--- src/rtl/boot_loader_ctrl.sv ---
//------------------------------------------------------------------------------
// Module      : boot_loader_ctrl
// Description : Holds the RV32I core in reset while a length-prefixed byte
//               stream is written into instruction memory, then releases it.
// Revision    : 1.0 - initial release
//------------------------------------------------------------------------------
`default_nettype none

module boot_loader_ctrl #(
  parameter int ADDR_W    = 10,
  parameter int MAX_WORDS = 256
) (
  input  logic              clk,
  input  logic              Reset,
  input  logic              load_req,
  input  logic              byte_valid,
  input  logic [7:0]        byte_data,
  output logic              byte_ready,
  output logic              core_reset,
  output logic              WE_mem,
  output logic [31:0]       WD_mem,
  output logic [ADDR_W-1:0] WA_mem,
  output logic              done,
  output logic              err_overflow
);

  localparam int          IDX_W       = $clog2(MAX_WORDS + 1);
  localparam logic [15:0] c_maxWords  = 16'(MAX_WORDS);

  typedef enum logic [2:0] {
    S_HDR0    = 3'd0,
    S_HDR1    = 3'd1,
    S_DATA    = 3'd2,
    S_WRITE   = 3'd3,
    S_RELEASE = 3'd4,
    S_RUN     = 3'd5,
    S_ERROR   = 3'd6
  } state_t;

  state_t           r_state;
  logic [IDX_W-1:0] r_wordIdx;
  logic [1:0]       r_byteIdx;
  logic [15:0]      r_n;
  logic [23:0]      r_partial;

  logic              w_accept;
  logic [15:0]       w_nFull;
  logic [ADDR_W-1:0] w_wa;
  logic              w_lastWord;

  always_comb begin
    byte_ready = 1'b0;
    if (!Reset) begin
      byte_ready = (r_state == S_HDR0) || (r_state == S_HDR1) || (r_state == S_DATA);
    end
  end

  assign w_accept   = byte_valid && byte_ready;
  assign w_nFull    = {byte_data, r_n[7:0]};
  assign w_wa       = ADDR_W'({r_wordIdx, 2'b00});
  assign w_lastWord = ((17'(r_wordIdx) + 17'd1) == {1'b0, r_n});

  always_ff @(posedge clk) begin
    if (Reset) begin
      r_state      <= S_HDR0;
      r_wordIdx    <= '0;
      r_byteIdx    <= '0;
      r_n          <= '0;
      r_partial    <= '0;
      core_reset   <= 1'b1;
      WE_mem       <= 1'b0;
      WD_mem       <= '0;
      WA_mem       <= '0;
      done         <= 1'b0;
      err_overflow <= 1'b0;
    end else begin
      WE_mem <= 1'b0;
      done   <= 1'b0;
      case (r_state)
        S_HDR0: begin
          if (w_accept) begin
            r_n[7:0] <= byte_data;
            r_state  <= S_HDR1;
          end
        end
        S_HDR1: begin
          if (w_accept) begin
            r_n[15:8] <= byte_data;
            if (w_nFull == 16'd0) begin
              r_state <= S_RELEASE;
            end else if (w_nFull > c_maxWords) begin
              r_state      <= S_ERROR;
              err_overflow <= 1'b1;
            end else begin
              r_state <= S_DATA;
            end
          end
        end
        S_DATA: begin
          if (w_accept) begin
            // Bytes shift in from the top so the first one lands in bits [7:0].
            if (r_byteIdx == 2'd3) begin
              WE_mem    <= 1'b1;
              WD_mem    <= {byte_data, r_partial};
              WA_mem    <= w_wa;
              r_byteIdx <= 2'd0;
              r_state   <= S_WRITE;
            end else begin
              r_partial <= {byte_data, r_partial[23:8]};
              r_byteIdx <= r_byteIdx + 2'd1;
            end
          end
        end
        S_WRITE: begin
          r_wordIdx <= r_wordIdx + 1'b1;
          r_state   <= w_lastWord ? S_RELEASE : S_DATA;
        end
        S_RELEASE: begin
          core_reset <= 1'b0;
          done       <= 1'b1;
          r_state    <= S_RUN;
        end
        S_RUN: begin
          if (load_req) begin
            r_state    <= S_HDR0;
            core_reset <= 1'b1;
            r_wordIdx  <= '0;
            r_byteIdx  <= '0;
            r_n        <= '0;
          end
        end
        S_ERROR: begin
          if (load_req) begin
            r_state      <= S_HDR0;
            err_overflow <= 1'b0;
            r_wordIdx    <= '0;
            r_byteIdx    <= '0;
            r_n          <= '0;
          end
        end
        default: r_state <= S_HDR0;
      endcase
    end
  end

endmodule

`default_nettype wire

--- config.mk ---
export PLATFORM = sky130hd
export DESIGN_NAME = boot_loader_ctrl
export DESIGN_NICKNAME = d
export VERILOG_FILES = /design/src/rtl/boot_loader_ctrl.sv
export SDC_FILE = /design/constraint.sdc
export NUM_CORES = 1
export LEC_CHECK = 0
export CAP_MARGIN = 20
export CORE_UTILIZATION = 30
export CTS_CLUSTER_DIAMETER = 30
export DETAILED_ROUTE_END_ITERATION = 8
export PLACE_DENSITY = 0.56
export REMOVE_ABC_BUFFERS = 1
export SYNTH_ARGS = -nofsm -noshare
export SYNTH_HDL_FRONTEND = slang
export SYNTH_SLANG_ARGS = --single-unit
--- constraint.sdc ---
create_clock -name clk -period 2.1 [get_ports clk]
set_input_delay 0.21 -clock clk [delete_from_list [all_inputs] [get_ports clk]]
set_output_delay 0.21 -clock clk [all_outputs]
set_load 0.005 [all_outputs]
==> results of run 1 <==
[metrics by stage]
step / std cells / hold slack, ns / setup WS (ns) / instance area (sq um)
5_1_grt: 776 / 0.167 / -0.0295 / 5520
3_5_place_dp: 760 / 0.447 / -0.0499 / 5150
6_report: 776 / 0.152 / 0.0774 / 5520
2_1_floorplan: 488 / 0.279 / -0.374 / 4020
3_3_place_gp: 760 / 0.443 / 0.0531 / 5150
4_1_cts: 776 / 0.145 / 0.00622 / 5480
[cell usage after synthesis, types with 2 or more instances]
library cell and count:
a2111oi_2 2, a211oi_1 3, a21oi_1 80, a22oi_1 2, a31oi_1 2, and2_1 11
buf_2 11, buf_4 4, clkbuf_1 21, dfxtp_1 98, ha_1 2, inv_1 6
mux2i_1 17, nand2_1 137, nand2b_1 4, nand3_1 10, nand3b_1 4, nand4_1 3
nor2_1 38, nor3b_1 3, nor4_1 5, o211ai_1 2, o21ai_0 12, o21ai_1 3
o22ai_1 3, or3_1 4, or4_1 2, xnor2_1 9, xor2_1 2
[registers in the layout, summed over array words and instances, names as in the netlist]
name          count
r_wordIdx         9
WD_mem           32
WA_mem            8
done              1
core_reset        1
err_overflow      1
r_byteIdx         2
WE_mem            1
r_partial        24
r_n              16
r_state           3
[layer usage]
layer	vias to the layer above	wire (um)	GRT usage, %
met5	-	0	0
met4	0	171	5.17
met3	17	551	4.25
met2	92	4950	25.0
met1	1729	4790	19.1
li1	1908	-	-
[logic make-up after synthesis]
group           count (synthesis)
mux                            17
buf+inv                        45
flops                          98
xor+xnor                       11
fa+ha+maj                       2
other cells                     1
compound gates                119
simple gates                  232
[worst reg2reg max path, delay by kind of cell, from the launching register on]
kind            cells  cell delay (ns)
fa+ha+maj           1             0.20
simple gates        1             0.25
compound gates      4             0.80
buf+inv             1             0.15
flops               1             0.33
mux                 1             0.16
[how the worst min path moves through the flow]
stage / start / endpoint / slack [ns]
after floorplan: Reset / WA_mem[2] / 0.28
after detailed placement: r_partial[2] / WD_mem[2] / 0.45
after CTS: Reset / err_overflow / 0.15
after global placement: r_partial[0] / WD_mem[0] / 0.44
final: Reset / err_overflow / 0.15
after global routing: Reset / err_overflow / 0.17
[layout make-up]
cell class	count	share of cell area (%)
clock buffer	10	4.15
clock inverter	6	1.63
inverter	7	0.476
multi-input combinational	383	38.0
sequential	98	35.6
tap	176	3.99
timing repair buffer	96	16.2
[power by group through the flow]
stage | Combinational [W] | Clock [W] | Sequential (W)
6_report | 0.000573 | 0.00178 | 0.00200
2_1_floorplan | 0.000317 | 0 | 0.00202
5_1_grt | 0.000636 | 0.00191 | 0.00200
3_3_place_gp | 0.000547 | 0 | 0.00204
4_1_cts | 0.000559 | 0.00183 | 0.00200
3_5_place_dp | 0.000554 | 0 | 0.00204
[timing repair]
| action | CTS | global route |
|---|---|---|
| pin swaps | 0 | 3 |
| resized for setup | 2 | 7 |
| setup endpoints to repair | 2 | 3 |
==> flow_summary_export.csv, run 1 <==
group,metric,value,unit
status,outcome,"finished clean",
worst_setup_path,path_cells,"buf_4, a211oi_2, buf_4, clkdlybuf4s50_1",
timing,fin_crit,2.02,ns
final_layout,seq_area,1960,sq um
floorplan,io_pins,59,
worst_setup_path,cp.required,1.89,ns
power,powerDensity,788,nW/um^2
timing,tightest_slew,0.901,ns
synthesis,synth.area.top_cells,"dfxtp_1 (47%), nand2_1 (12%), a21oi_1 (9.5%)",
floorplan,die_w,120,um
synthesis,synth_mux_area_share,4.05,%
synthesis,synth_area,4200,sq um
power,clkPwrFrac,40.9,%
timing,fmax,494,MHz
final_layout,final_core_util,41.0,%
global_routing,grt_max_degree,91,
synthesis,synth_top_cell_area_share,46.7,%
worst_setup_path,worstSetupPathType,"reg -> out",
timing,final_max_slew_viol_count,0,
power,vdd_drop_max,370,uV
timing,setup_tns,0,ns
worst_setup_path,crit_buf_inv,3,
final_layout,n_antenna_cell,0,
synthesis,synth-edff-count,0,
worst_setup_path,path_max_fanout,8,
clocking,clkTransAtPathRegs,0.07,ns
final_layout,nFillCells,1394,
worst_setup_path,worst_path_largest_cell_delay,0.49,ns
power,seq_power_share,45.9,%
job,cap_violations,0,
synthesis,ys_seq_area_share,46.7,%
worst_setup_path,crit_top_cell,"buf_4",
final_layout,layout_common_cells,"nand2_1 (137), dfxtp_1 (96), a21oi_1 (80), clkdlybuf4s50_1 (55), nor2_1 (38)",
worst_setup_path,crit_family,"buffers and inverters",
global_routing,grt_pass1_wl,17500,um
synthesis,synth_compound_area_share,16.2,%
floorplan,fp.coreArea,13500,sq um
final_layout,area.growth.synth_to_final,31.4,%
final_layout,drive_gt1_share,12.3,%
floorplan,die_area,14500,sq um
synthesis,ys_types,54,
clocking,clock_sinks,98,
routing,drt_iter0_drc,173,
clocking,clock_latency,0.35,ns
synthesis,ys.flop_type,"dfxtp_1",
routing,vias,3746,
global_routing,grt_pass1_vias,3627,
timing,fin_worst_skew,0.00726,ns
power,combinationalPowerShare,13.2,%
power,leakage,1.89,nW
clocking,ctsHoldBuffers,0,
synthesis,synth.largest_area_cell,"dfxtp_1",
min_path,worstHoldPathType,"in -> reg",
synthesis,yosys_warnings,0,
clocking,htreeDepth,3,
clocking,cts_max_path_buffers,2,
worst_setup_path,endpoint_kind,"output port",
global_routing,globalRouteTotalUtil,15.2,%
worst_setup_path,crit_end,"byte_ready",
synthesis,synthSimpleGateAreaFrac,25.1,%
place,placement.io_buffers,56,
global_routing,overflow,0,
routing,ant_nets,0,
final_layout,final_common_cell,"nand2_1",
worst_setup_path,r2r_setup_slack,0.10,ns
timing,rsz0062_at_grt,"true",
floorplan,num_rows,42,
clocking,cts_tree,"yes",
floorplan,initial_utilization,31.2,%
worst_setup_path,crit_slowest_cell,"clkdlybuf4s50_1",
power,p_int,0.00323,W
final_layout,fin_nets,609,
worst_setup_path,crit_path_start_kind,"flop",
worst_setup_path,cp-startpoint,"r_state[2]",
synthesis,syn_area_per_cell,8.00,sq um
final_layout,multi_input_area,2090,sq um
worst_setup_path,worstReg2RegStart,"r_wordIdx[0]",
floorplan,die_height,120,um
routing,first_pass_iters,4,
routing,wirelength,10500,um
min_path,holdPathStages,2,
routing,viasPerCell,4.83,
synthesis,ys_ff_latch,98,
timing,post-route-period-util,96.3,%
clocking,postCtsSetupBuffers,0,
synthesis,synth_xor_area_share,2.29,%
power,swShare,25.6,%
worst_setup_path,reg2regPathDepth,8,
synthesis,synth_top_family_by_area,"simple AND/OR/NAND/NOR gates",
clocking,numCtsBuffers,9,
timing,finalSetupViolCount,0,
power,total_power,0.00435,W
worst_setup_path,worstPathArrival,1.81,ns
timing,relSlewSlack,39.9,%
timing,finalHoldViolations,0,
synthesis,syn-instance-count,525,
routing,drcViolationCount,0,
synthesis,synthAdderAreaFrac,0.596,%
global_routing,antenna_found_initial,0,
power,power.net_switching,0.00111,W
place,gp_congestion,0.940,
place,dp_hpwl,7240,um
worst_setup_path,r2r_end,"r_state[1]",
clocking,clk_root_buffer_cell,"clkbuf_16",
synthesis,synth-async-reset-ratio,0,%
routing,avgRoutedWirePerCell,13.5,um
worst_setup_path,cp_num_cells,4,
No activity file was read; power rests on OpenSTA's default activity.
==> inputs of run 2 (changes only) <==
ABC_CLOCK_PERIOD_IN_PS = 2100   (was unset)
==> results of run 2 <==
Final layout, timing and power as in run 1 (identical DEF).
